--- config.mk ---
export PLATFORM = sky130hd
export DESIGN_NAME = ram_access_ctrl
export DESIGN_NICKNAME = d
export VERILOG_FILES = /design/src/rtl/ram_ctrl_pkg.sv /design/src/rtl/ram_access_ctrl.sv
export SDC_FILE = /design/constraint.sdc
export NUM_CORES = 1
export LEC_CHECK = 0
export BUFFER_PORTS_ARGS = -buffer_cell sky130_fd_sc_hd__buf_2
export CAP_MARGIN = 20
export CORE_AREA = 2 2 50 52
export DETAILED_ROUTE_END_ITERATION = 8
export DIE_AREA = 0 0 52 54
export GPL_ROUTABILITY_DRIVEN = 0
export PLACE_DENSITY = 0.81
export SYNTH_ARGS = -nofsm -noshare
export SYNTH_HDL_FRONTEND = slang
export SYNTH_SLANG_ARGS = --single-unit
--- constraint.sdc ---
create_clock -name clk -period 3 [get_ports clk]
set_input_delay 0.45 -clock clk [delete_from_list [all_inputs] [get_ports clk]]
set_output_delay 0.45 -clock clk [all_outputs]
set_load 0.02 [all_outputs]
--- src/rtl/ram_ctrl_pkg.sv ---
// Shared definitions for the RAM access controller: FSM state encoding.
package ram_ctrl_pkg;

  // CLEAR: zero-fill sweep owns the RAM pins. RUN: requests are served.
  typedef enum logic {
    ST_CLEAR = 1'b0,
    ST_RUN   = 1'b1
  } state_e;

endpackage : ram_ctrl_pkg

--- src/rtl/ram_access_ctrl.sv ---
// Request/response front end for a single-port async-read RAM.
// After reset the controller optionally zero-fills words 0..DEPTH-1, then
// serves read/write requests. Reads return registered data through a
// single-entry response register.
//
// Handshake: a transfer happens on a cycle where valid && ready are both 1
// at the rising edge. A producer keeps valid (and its payload) stable until
// the transfer. req_ready never depends combinationally on req_valid;
// resp_data is held stable while resp_valid && !resp_ready.
module ram_access_ctrl
  import ram_ctrl_pkg::*;
#(
  parameter int DWIDTH         = 8,
  parameter int AWIDTH         = 8,
  parameter int DEPTH          = (1 << AWIDTH),
  parameter bit CLEAR_ON_RESET = 1'b1
) (
  input  logic              clk,
  input  logic              rst,
  input  logic              req_valid,
  output logic              req_ready,
  input  logic              req_we,
  input  logic [AWIDTH-1:0] req_addr,
  input  logic [DWIDTH-1:0] req_data,
  output logic              resp_valid,
  input  logic              resp_ready,
  output logic [DWIDTH-1:0] resp_data,
  output logic              busy,
  output logic [AWIDTH-1:0] ram_addr,
  output logic              ram_we,
  output logic [DWIDTH-1:0] ram_d,
  input  logic [DWIDTH-1:0] ram_q
);

  // DEPTH-1 always fits in AWIDTH bits, so the sweep counter never wraps
  // before reaching the last valid word.
  localparam logic [AWIDTH-1:0] LAST_ADDR = AWIDTH'(DEPTH - 1);
  // One extra bit so DEPTH == 2^AWIDTH is representable for the range check.
  localparam logic [AWIDTH:0]   DEPTH_W   = (AWIDTH + 1)'(DEPTH);
  localparam state_e            RST_STATE = CLEAR_ON_RESET ? ST_CLEAR : ST_RUN;

  state_e              state_q, state_d;
  logic [AWIDTH-1:0]   clr_cnt_q, clr_cnt_d;
  logic                resp_valid_q, resp_valid_d;
  logic [DWIDTH-1:0]   resp_data_q, resp_data_d;

  logic                in_range;
  logic                req_fire;
  logic                rd_accept;

  assign in_range   = ({1'b0, req_addr} < DEPTH_W);
  assign busy       = (state_q == ST_CLEAR);
  assign resp_valid = resp_valid_q;
  assign resp_data  = resp_data_q;

  // Request acceptance: blocked during the sweep; otherwise free whenever the
  // response slot is empty or being drained this cycle.
  always_comb begin
    req_ready = 1'b0;
    if (state_q == ST_RUN) begin
      req_ready = !resp_valid_q || resp_ready;
    end
  end

  assign req_fire  = req_valid && req_ready;
  assign rd_accept = req_fire && !req_we;

  // RAM pin mux: the sweep owns the pins in CLEAR; requests drive them in RUN.
  always_comb begin
    ram_addr = req_addr;
    ram_d    = req_data;
    ram_we   = req_fire && req_we && in_range;
    if (state_q == ST_CLEAR) begin
      ram_addr = clr_cnt_q;
      ram_d    = '0;
      ram_we   = 1'b1;
    end
  end

  // Next-state logic for the FSM, sweep counter and response register.
  always_comb begin
    state_d      = state_q;
    clr_cnt_d    = clr_cnt_q;
    resp_valid_d = resp_valid_q;
    resp_data_d  = resp_data_q;
    case (state_q)
      ST_CLEAR: begin
        if (clr_cnt_q == LAST_ADDR) begin
          state_d   = ST_RUN;
          clr_cnt_d = '0;
        end else begin
          clr_cnt_d = clr_cnt_q + 1'b1;
        end
      end
      ST_RUN: begin
        if (rd_accept) begin
          // Out-of-range reads still answer, with zero data.
          resp_valid_d = 1'b1;
          resp_data_d  = in_range ? ram_q : '0;
        end else if (resp_ready) begin
          resp_valid_d = 1'b0;
        end
      end
      default: state_d = RST_STATE;
    endcase
  end

  // State registers; reset discards any pending response and restarts the sweep.
  always_ff @(posedge clk) begin
    if (rst) begin
      state_q      <= RST_STATE;
      clr_cnt_q    <= '0;
      resp_valid_q <= 1'b0;
      resp_data_q  <= '0;
    end else begin
      state_q      <= state_d;
      clr_cnt_q    <= clr_cnt_d;
      resp_valid_q <= resp_valid_d;
      resp_data_q  <= resp_data_d;
    end
  end

endmodule : ram_access_ctrl

Word-level counts from Yosys, hierarchy flattened:

Cells that the tools add are included.

* register bits: 18
* input bits: 29
* output and inout bits: 28
* word-level logic and storage cells: 25

* $add $sub $neg: 1
* eq/ne operators: 1
* multiplexer cells: 9
* bitwise gates (word level): 1
* reduce and logical (&&, ||, !) cells: 9

Operator list (count)
* 2-to-1 mux 8 bit: 3
* adder 8 x 1 -> 8 bit, second input constant: 1
* equality test 8 bit, second input constant: 1
* 2-to-1 mux 1 bit: 6
* AND reduction 2 bit: 2
* logical AND 1 bit: 3
* logical NOT 1 bit: 2
* nonzero test 2 bit: 1
* logical OR 1 bit: 1
* NOT 1 bit: 1

Logic depth before layout (Yosys ltp):

Gate-level depths: netlist of run 1.

* word-level depth: 7
* gate-level depth with buffers: 4
* depth with buffers taken out: 4

Worst setup path after synthesis of run 1:

OpenSTA, ideal clock, no wires.

* kind: reg2out
* start point: reg state_q
* end point: out ram_we
* arrival time: 1.219 ns
* data required time: 2.550 ns
* setup slack: 1.331 ns
* cell stages (with the launch flop): 4
* path buffers: 0
* cells stage by stage: dfxtp_1 inv_2 a21oi_1 a31o_2

* cells in the longest elaborated chain, start to end: 4

RTL lines
* start, declared: line ram_access_ctrl.sv:42 `state_e state_q, state_d;`
* start signal, assigned: line ram_access_ctrl.sv:116 `state_q <= state_d;`
* 2-to-1 mux 1 bit: line ram_access_ctrl.sv:60 `if (state_q == ST_RUN) begin`
* named net req_ready: line ram_access_ctrl.sv:21 `output logic req_ready,`
* logical AND 1 bit: line ram_access_ctrl.sv:65 `assign req_fire = req_valid && req_ready;`
* logical AND 1 bit: line ram_access_ctrl.sv:72 `ram_we = req_fire && req_we && in_range;`
* 2-to-1 mux 1 bit: line ram_access_ctrl.sv:73 `if (state_q == ST_CLEAR) begin`
* end, declared: line ram_access_ctrl.sv:30 `output logic ram_we,`

The timed path passes the listed nets, and every way through them passes these cells.

Final worst setup path of run 1:

* start point: reg state_q
* end point: out ram_we

* cells in the longest elaborated chain, start to end: 4

RTL lines (line)
* 2-to-1 mux 1 bit: ram_access_ctrl.sv:60
* logical AND 1 bit: ram_access_ctrl.sv:65
* logical AND 1 bit: ram_access_ctrl.sv:72
* 2-to-1 mux 1 bit (*): ram_access_ctrl.sv:73

Mark *: on every way between the ends. The rest lies on a longest branch, timed or not.

==> results of run 1 <==
-- cell type report --
cell class / count / area (sq um)
clock buffers: 4 / 36.28
well taps: 30 / 37.54
repair buffers: 56 / 280.3
inverters: 3 / 11.26
flip-flops and latches: 18 / 360.3
multi-input cells: 79 / 601.8
fillers: 218 / 992.2
-- flip-flops by register name (all words and copies together), names as in the netlist --
name / cells
resp_data: 8
clr_cnt_q: 8
resp_valid: 1
state_q: 1
-- final timing paths --
path / startpoint / depth (start not counted) / slack (ps) / endpoint
max: state_q$_SDFF_PP0_ / 4 / 730 / ram_we
min: ram_q[0] / 3 / 410 / resp_data[0]$_SDFFE_PP0P_
max reg2reg: state_q$_SDFF_PP0_ / 3 / 990 / resp_data[4]$_SDFFE_PP0P_
min reg2reg: resp_data[2]$_SDFFE_PP0P_ / 2 / 480 / resp_data[2]$_SDFFE_PP0P_
-- cells by family after synthesis --
logic type,synth area share [%]
and+or+nand+nor,26.15
DFF,35.69
AOI/OAI and AO/OA,12.89
muxes,16.73
buffers and inverters,4.709
xor gates and xnor gates,2.603
adders and majority gates,1.239
-- cell usage in the layout (no fill, tap or decap), types with 3 or more instances in the layout --
cell and n:
a21oi_1 6, and2_1 8, buf_2 56, clkbuf_4 3, dfxtp_1 18, mux2_2 7, mux2i_1 9, nand2_1 3
nand2b_1 16, nor2_1 4
-- layer usage --
layer  global-route usage, %  up-vias
li1                        -      477
met3                   3.889        2
met4                   7.895        0
met1                   18.00      430
met5                       0        -
met2                   33.76       52
-- worst max-delay path, stage by stage, from the launching register on --
cell and delay (ps):
dfxtp_1 860, inv_2 170, a21oi_1 190, a31o_2 160
buf_2 160
-- power groups by stage --
stage / combinational (mW) / clock (mW) / sequential [mW]
after floorplan: 0.0300 / 0 / 0.251
after global placement: 0.0508 / 0 / 0.253
after detailed placement: 0.0525 / 0 / 0.253
after CTS: 0.0527 / 0.153 / 0.248
after global routing: 0.0573 / 0.165 / 0.249
final: 0.0520 / 0.149 / 0.248
-- per-stage QoR --
stage / power (mW) / std cells / setup slack (ps) / hold slack (ps) / instance area [sq um]
finish: 0.4487 / 190 / 725.7 / 406.7 / 1328
global route: 0.4715 / 190 / 522.2 / 396.0 / 1328
CTS: 0.4533 / 190 / 709.3 / 401.8 / 1328
detailed placement: 0.3060 / 186 / 991.8 / 468.1 / 1291
global placement: 0.3037 / 186 / 1104 / 455.9 / 1291
floorplan: 0.2805 / 106 / 1331 / 464.4 / 1010
==> impl_metrics.json, run 1 <==
{
  "avgViaCountPerCell": 5.058,
  "root_buffer": "clkbuf_4",
  "yosys.area.top_type": "dfxtp_1",
  "syn_nets": 136,
  "synth.top_cell.area_share_pct": 35.69,
  "antenna_found_initial": 0,
  "cap_viol_max_count": 0,
  "hold_viol": 0,
  "yosysWarnings": 0,
  "drc": 0,
  "drtAntennaViolNets": 0,
  "wirelength_mm": 2.246,
  "rsz0062_at_grt": "no",
  "setup-violations-final": 0,
  "grt_start_max_net_pins": 28,
  "initial_core_util_pct": 43.53,
  "fin_crit_sh_pct": 75.81,
  "ys_seq_area_share_pct": 35.69,
  "power_density_mw_per_mm2": 338.0,
  "final_core_util_pct": 57.23,
  "p_leak_nw": 0.6434,
  "comb_power_share_pct": 11.6,
  "outcome": "complete, no violations",
  "critPathMaxFanout": 27,
  "dr_wl_met2_mm": 1.120,
  "setup.worst_path.start_class": "flop",
  "cts_resized": 0,
  "synth.ff_latch_count": 18,
  "dieArea_sq_mm": 0.002808,
  "io_buffers": 56,
  "synth-async-reset-ratio_pct": 0,
  "synth-main-ff-cell": "dfxtp_1",
  "top_layer": "met4",
  "fin_crit_ps": 2274,
  "clk_pin_slew_worst_paths_ps": 100,
  "first_iter_violations": 13,
  "die_y_microns": 54,
  "wl_per_cell_microns": 11.82,
  "nets": 191,
  "ir_worst_vdd_mv": 0.3142,
  "min_path_type": "input pin to flop",
  "core_area_sq_mm": 0.002320,
  "yosys-top-cells-count": "dfxtp_1 (18), nand2b_1 (16), mux2i_1 (9), and2_1 (8), mux2_2 (7)",
  "gr-total-overflow": 0,
  "wl_met1_microns": 913,
  "cts_hold_buf": 0,
  "synth.distinct_cells": 35,
  "insertion_delay_ps": 290,
  "layout-drive-gt1-share_pct": 45.00,
  "area_delta_synth_final_pct": 31.47,
  "internal-power_mw": 0.3449,
  "track_usage_pct": 17.54,
  "htreeDepth": 1,
  "syn-mean-instance-area_sq_um": 9.526,
  "num_rows": 18,
  "cts_max_path_buffers": 2,
  "io_pins": 57,
  "crit_required_ps": 2550,
  "postCtsSetupBuffers": 0,
  "sequentialPowerShare_pct": 55.2,
  "vias": 961,
  "synth.most_common_cell": "dfxtp_1",
  "relSlewSlack_pct": 46.38,
  "clock_skew_ps": 2.141,
  "tightest_slew_ps": 803.3,
  "dr.pass1.iters": 4,
  "met3_length_microns": 194,
  "synth_area_leaders": "dfxtp_1 (36%), nand2b_1 (9.9%), mux2i_1 (8.9%), mux2_2 (7.8%), and2_1 (5.0%)",
  "fmax_mhz": 439.7,
  "cp_data_arrival_time_ps": 1820,
  "cts.sinks": 18,
  "dp_hpwl_mm": 1.717,
  "grt_pass1_wl_mm": 3.601,
  "p_sw_mw": 0.1038,
  "n_antenna_cell": 0,
  "cts_buffers": 3,
  "cts_tree": "done",
  "swShare_pct": 23.12,
  "synth-edff-count": 0,
  "dieWidth_microns": 52,
  "syn-cell-area_sq_mm": 0.001010,
  "path_class": "flop to output port",
  "slew_viol_final": 0,
  "synthCells": 106,
  "critPathCaptureType": "output port",
  "tns_ps": 0,
  "grt_pass1_vias": 851,
  "p_clk_share_pct": 33.2
}
No activity file was read; power rests on OpenSTA's default activity.
==> inputs of run 2 (changes only) <==
- ABC_AREA: unset -> 1
- CORE_AREA: 2 2 50 52 -> 2 2 52 54
- DIE_AREA: 0 0 52 54 -> 0 0 54 56
- PLACE_DENSITY: 0.81 -> 0.75
- clock period: 3 -> 2.3 ns (I/O delays scaled with it)
==> run 2 against run 1 <==
  * Die area grew 7.7%
  * Final area shrank 0.28%
  * Non-clock buffer count grew 1
  * Clock power up 30%
  * Worst hold slack worse by 150 ps
  * Combinational power grew 4.4%
  * Via count increased by 12%
  * Cell count increased by 32%
  * Count of clock-buffer cells in the layout stayed put
==> impl_metrics.json, run 2 <==
{
  "synth-async-reset-ratio_pct": 0,
  "wl_per_cell_microns": 8.644,
  "fillCellCount": 274,
  "area_delta_synth_final_pct": 31.43,
  "grt_pass1_wl_mm": 3.450,
  "vias": 1075,
  "yosysWarnings": 0,
  "n_antenna_cell": 0,
  "fmax_mhz": 573.1,
  "relSlewSlack_pct": 76.30,
  "synthCells": 165,
  "synth-simple-area-share_pct": 41.74,
  "outcome": "complete, no violations",
  "cp_data_arrival_time_ps": 1400,
  "syn_nets": 195,
  "synth-compound-area-share_pct": 5.963,
  "grt_start_max_net_pins": 20,
  "fin_cells": 250,
  "tightest_slew_ps": 355.2,
  "setup.worst_path.start_class": "flop",
  "ys_seq_area_share_pct": 35.78,
  "rsz0062_at_grt": "no",
  "grt_pass1_vias": 884,
  "drc": 0,
  "cts.sinks": 18,
  "clock_skew_ps": 6.816,
  "synth-main-ff-cell": "dfxtp_1",
  "cts_max_path_buffers": 2,
  "antenna_found_initial": 0,
  "yosys-top-cells-count": "nand2_1 (61), nor2_1 (30), inv_1 (25), dfxtp_1 (18), o21ai_0 (7)",
  "io_pins": 57,
  "dp_slack_ps": 872.3,
  "dr.pass1.iters": 4,
  "fin_crit_ps": 1745,
  "syn-mean-instance-area_sq_um": 6.104,
  "dieWidth_microns": 54,
  "cap_viol_max_count": 0,
  "htreeDepth": 1,
  "core_area_sq_mm": 0.002432,
  "cts_tree": "done",
  "synth-edff-count": 0,
  "slowest_delay_ps": 500,
  "crit_slowest_cell": "dfxtp_1",
  "postCtsSetupBuffers": 0,
  "p_leak_nw": 0.7917,
  "num_rows": 18,
  "layout-drive-gt1-share_pct": 29.55,
  "syn-cell-area_sq_mm": 0.001007,
  "die_y_microns": 56,
  "io_buffers": 56,
  "crit_family": "flip-flops",
  "critPathMaxFanout": 15,
  "drtAntennaViolNets": 0,
  "slew_viol_final": 0,
  "layout_common_cells": "nand2_1 (61), buf_2 (56), nor2_1 (30)",
  "synth.top_cell.area_share_pct": 35.78,
  "setup-violations-final": 0,
  "root_buffer": "clkbuf_4",
  "yosys.area.top_type": "dfxtp_1",
  "place_inst": 246,
  "crit_chain": "inv_4 > a21oi_1 > nand3_1 > nand2_1 > buf_2",
  "initial_core_util_pct": 41.41,
  "synth.distinct_cells": 18,
  "final_common_cell": "nand2_1",
  "cts_buffers": 3,
  "min_path_type": "input pin to flop",
  "power_density_mw_per_mm2": 430.2,
  "synth_top_family_by_area": "simple AND/OR/NAND/NOR gates",
  "hold_viol": 0,
  "insertion_delay_ps": 290,
  "synth-xor-area-share_pct": 0.8696,
  "tns_ps": 0,
  "critPathCaptureType": "output port",
  "synthMuxAreaShare_pct": 0,
  "crit_buf_inv": 2,
  "gr-total-overflow": 0,
  "p_total_mw": 0.5695,
  "synthAdderAreaFrac_pct": 1.242,
  "nets": 251,
  "wirelength_mm": 2.161,
  "clk_pin_slew_worst_paths_ps": 110,
  "fin_crit_sh_pct": 75.86,
  "r2r_setup_slack_ps": 1130,
  "crit_required_ps": 1960,
  "avgViaCountPerCell": 4.300,
  "synth_area_leaders": "dfxtp_1 (36%), nand2_1 (23%), nor2_1 (11%), inv_1 (9.3%), o21ai_0 (3.5%)",
  "ir_worst_vdd_mv": 0.3621,
  "dieArea_sq_mm": 0.003024,
  "track_usage_pct": 14.45,
  "dp_hpwl_mm": 1.703,
  "setup_ws_ps": 555.2,
  "path_class": "flop to output port",
  "first_iter_violations": 11,
  "cts_hold_buf": 0,
  "cts_resized": 0,
  "synth.most_common_cell": "nand2_1",
  "synth.ff_latch_count": 18
}
==> run 2: cell count changes in the layout (fill, tap and decap cells not counted), sizes merged, moves of 2 or more <==
cell,delta
nand2b,-16
and2,-8
o21ai,+5
or3,-2
nand2,+59
a41o,-2
nor2,+27
nand4b,-2
inv,+23
mux2i,-9
xnor2,-2
nand3,+3
nand4,+2
mux2,-7
==> run 2: worst reg2reg max path: cells and delay by family, from the launching register on <==
kind	cells	cell delay [ps]
xor gates and xnor gates	1	170
buffers and inverters	1	170
DFF	1	410
and+or+nand+nor	3	320
==> run 2: path summary, 6_finish.rpt <==
check / start / end / cells after the start
setup / recovery: state_q$_SDFF_PP0_ / ram_we / 5
hold / removal: rst / resp_valid$_SDFFE_PP0P_ / 2
setup reg to reg: state_q$_SDFF_PP0_ / clr_cnt_q[3]$_SDFFE_PP0N_ / 5
hold reg to reg: resp_data[0]$_SDFFE_PP0P_ / resp_data[0]$_SDFFE_PP0P_ / 4
==> run 2: logic make-up after synthesis <==
group,Yosys count
XOR/XNOR,1
AO/OA/AOI/OAI,12
AND/OR/NAND/NOR,101
buffers and inverters,32
adder cells (fa/ha/maj),1
flip-flops,18
==> run 2: report_power, final <==
group          switching [mW]  internal (mW)  leakage (nW)
Sequential            0.00469          0.316         0.146
Combinational          0.0283         0.0260         0.625
Clock                  0.0979         0.0964        0.0210
Total                   0.131          0.439         0.792
==> run 2: final cells by class <==
type	count	area [sq um]	area share, %
multi-input combinational	115	501.7	37.90
sequential	18	360.3	27.22
timing repair buffer	57	287.8	21.74
inverter	26	100.1	7.561
tap	30	37.54	2.836
clock buffer	4	36.28	2.741
==> run 2: routing by layer <==
metal  vias to the layer above  track usage, %  share of wire (%)
met3                         3           1.613                6.3
met1                       438           18.72                 48
met5                         -               0                  0
met2                        34           23.87                 45
li1                        600               -                  -
met4                         0           5.357               0.97
==> run 2: through the flow <==
| stage | util (%) | hold slack (ps) | cell area, sq um |
|---|---|---|---|
| 2_1_floorplan | - | 414.1 | 1007 |
| 3_3_place_gp | 52.93 | 495.7 | 1287 |
| 3_5_place_dp | 52.93 | 501.2 | 1287 |
| 4_1_cts | 54.42 | 257.6 | 1324 |
| 5_1_grt | 54.42 | 255.0 | 1324 |
| 6_report | 54.42 | 257.6 | 1324 |
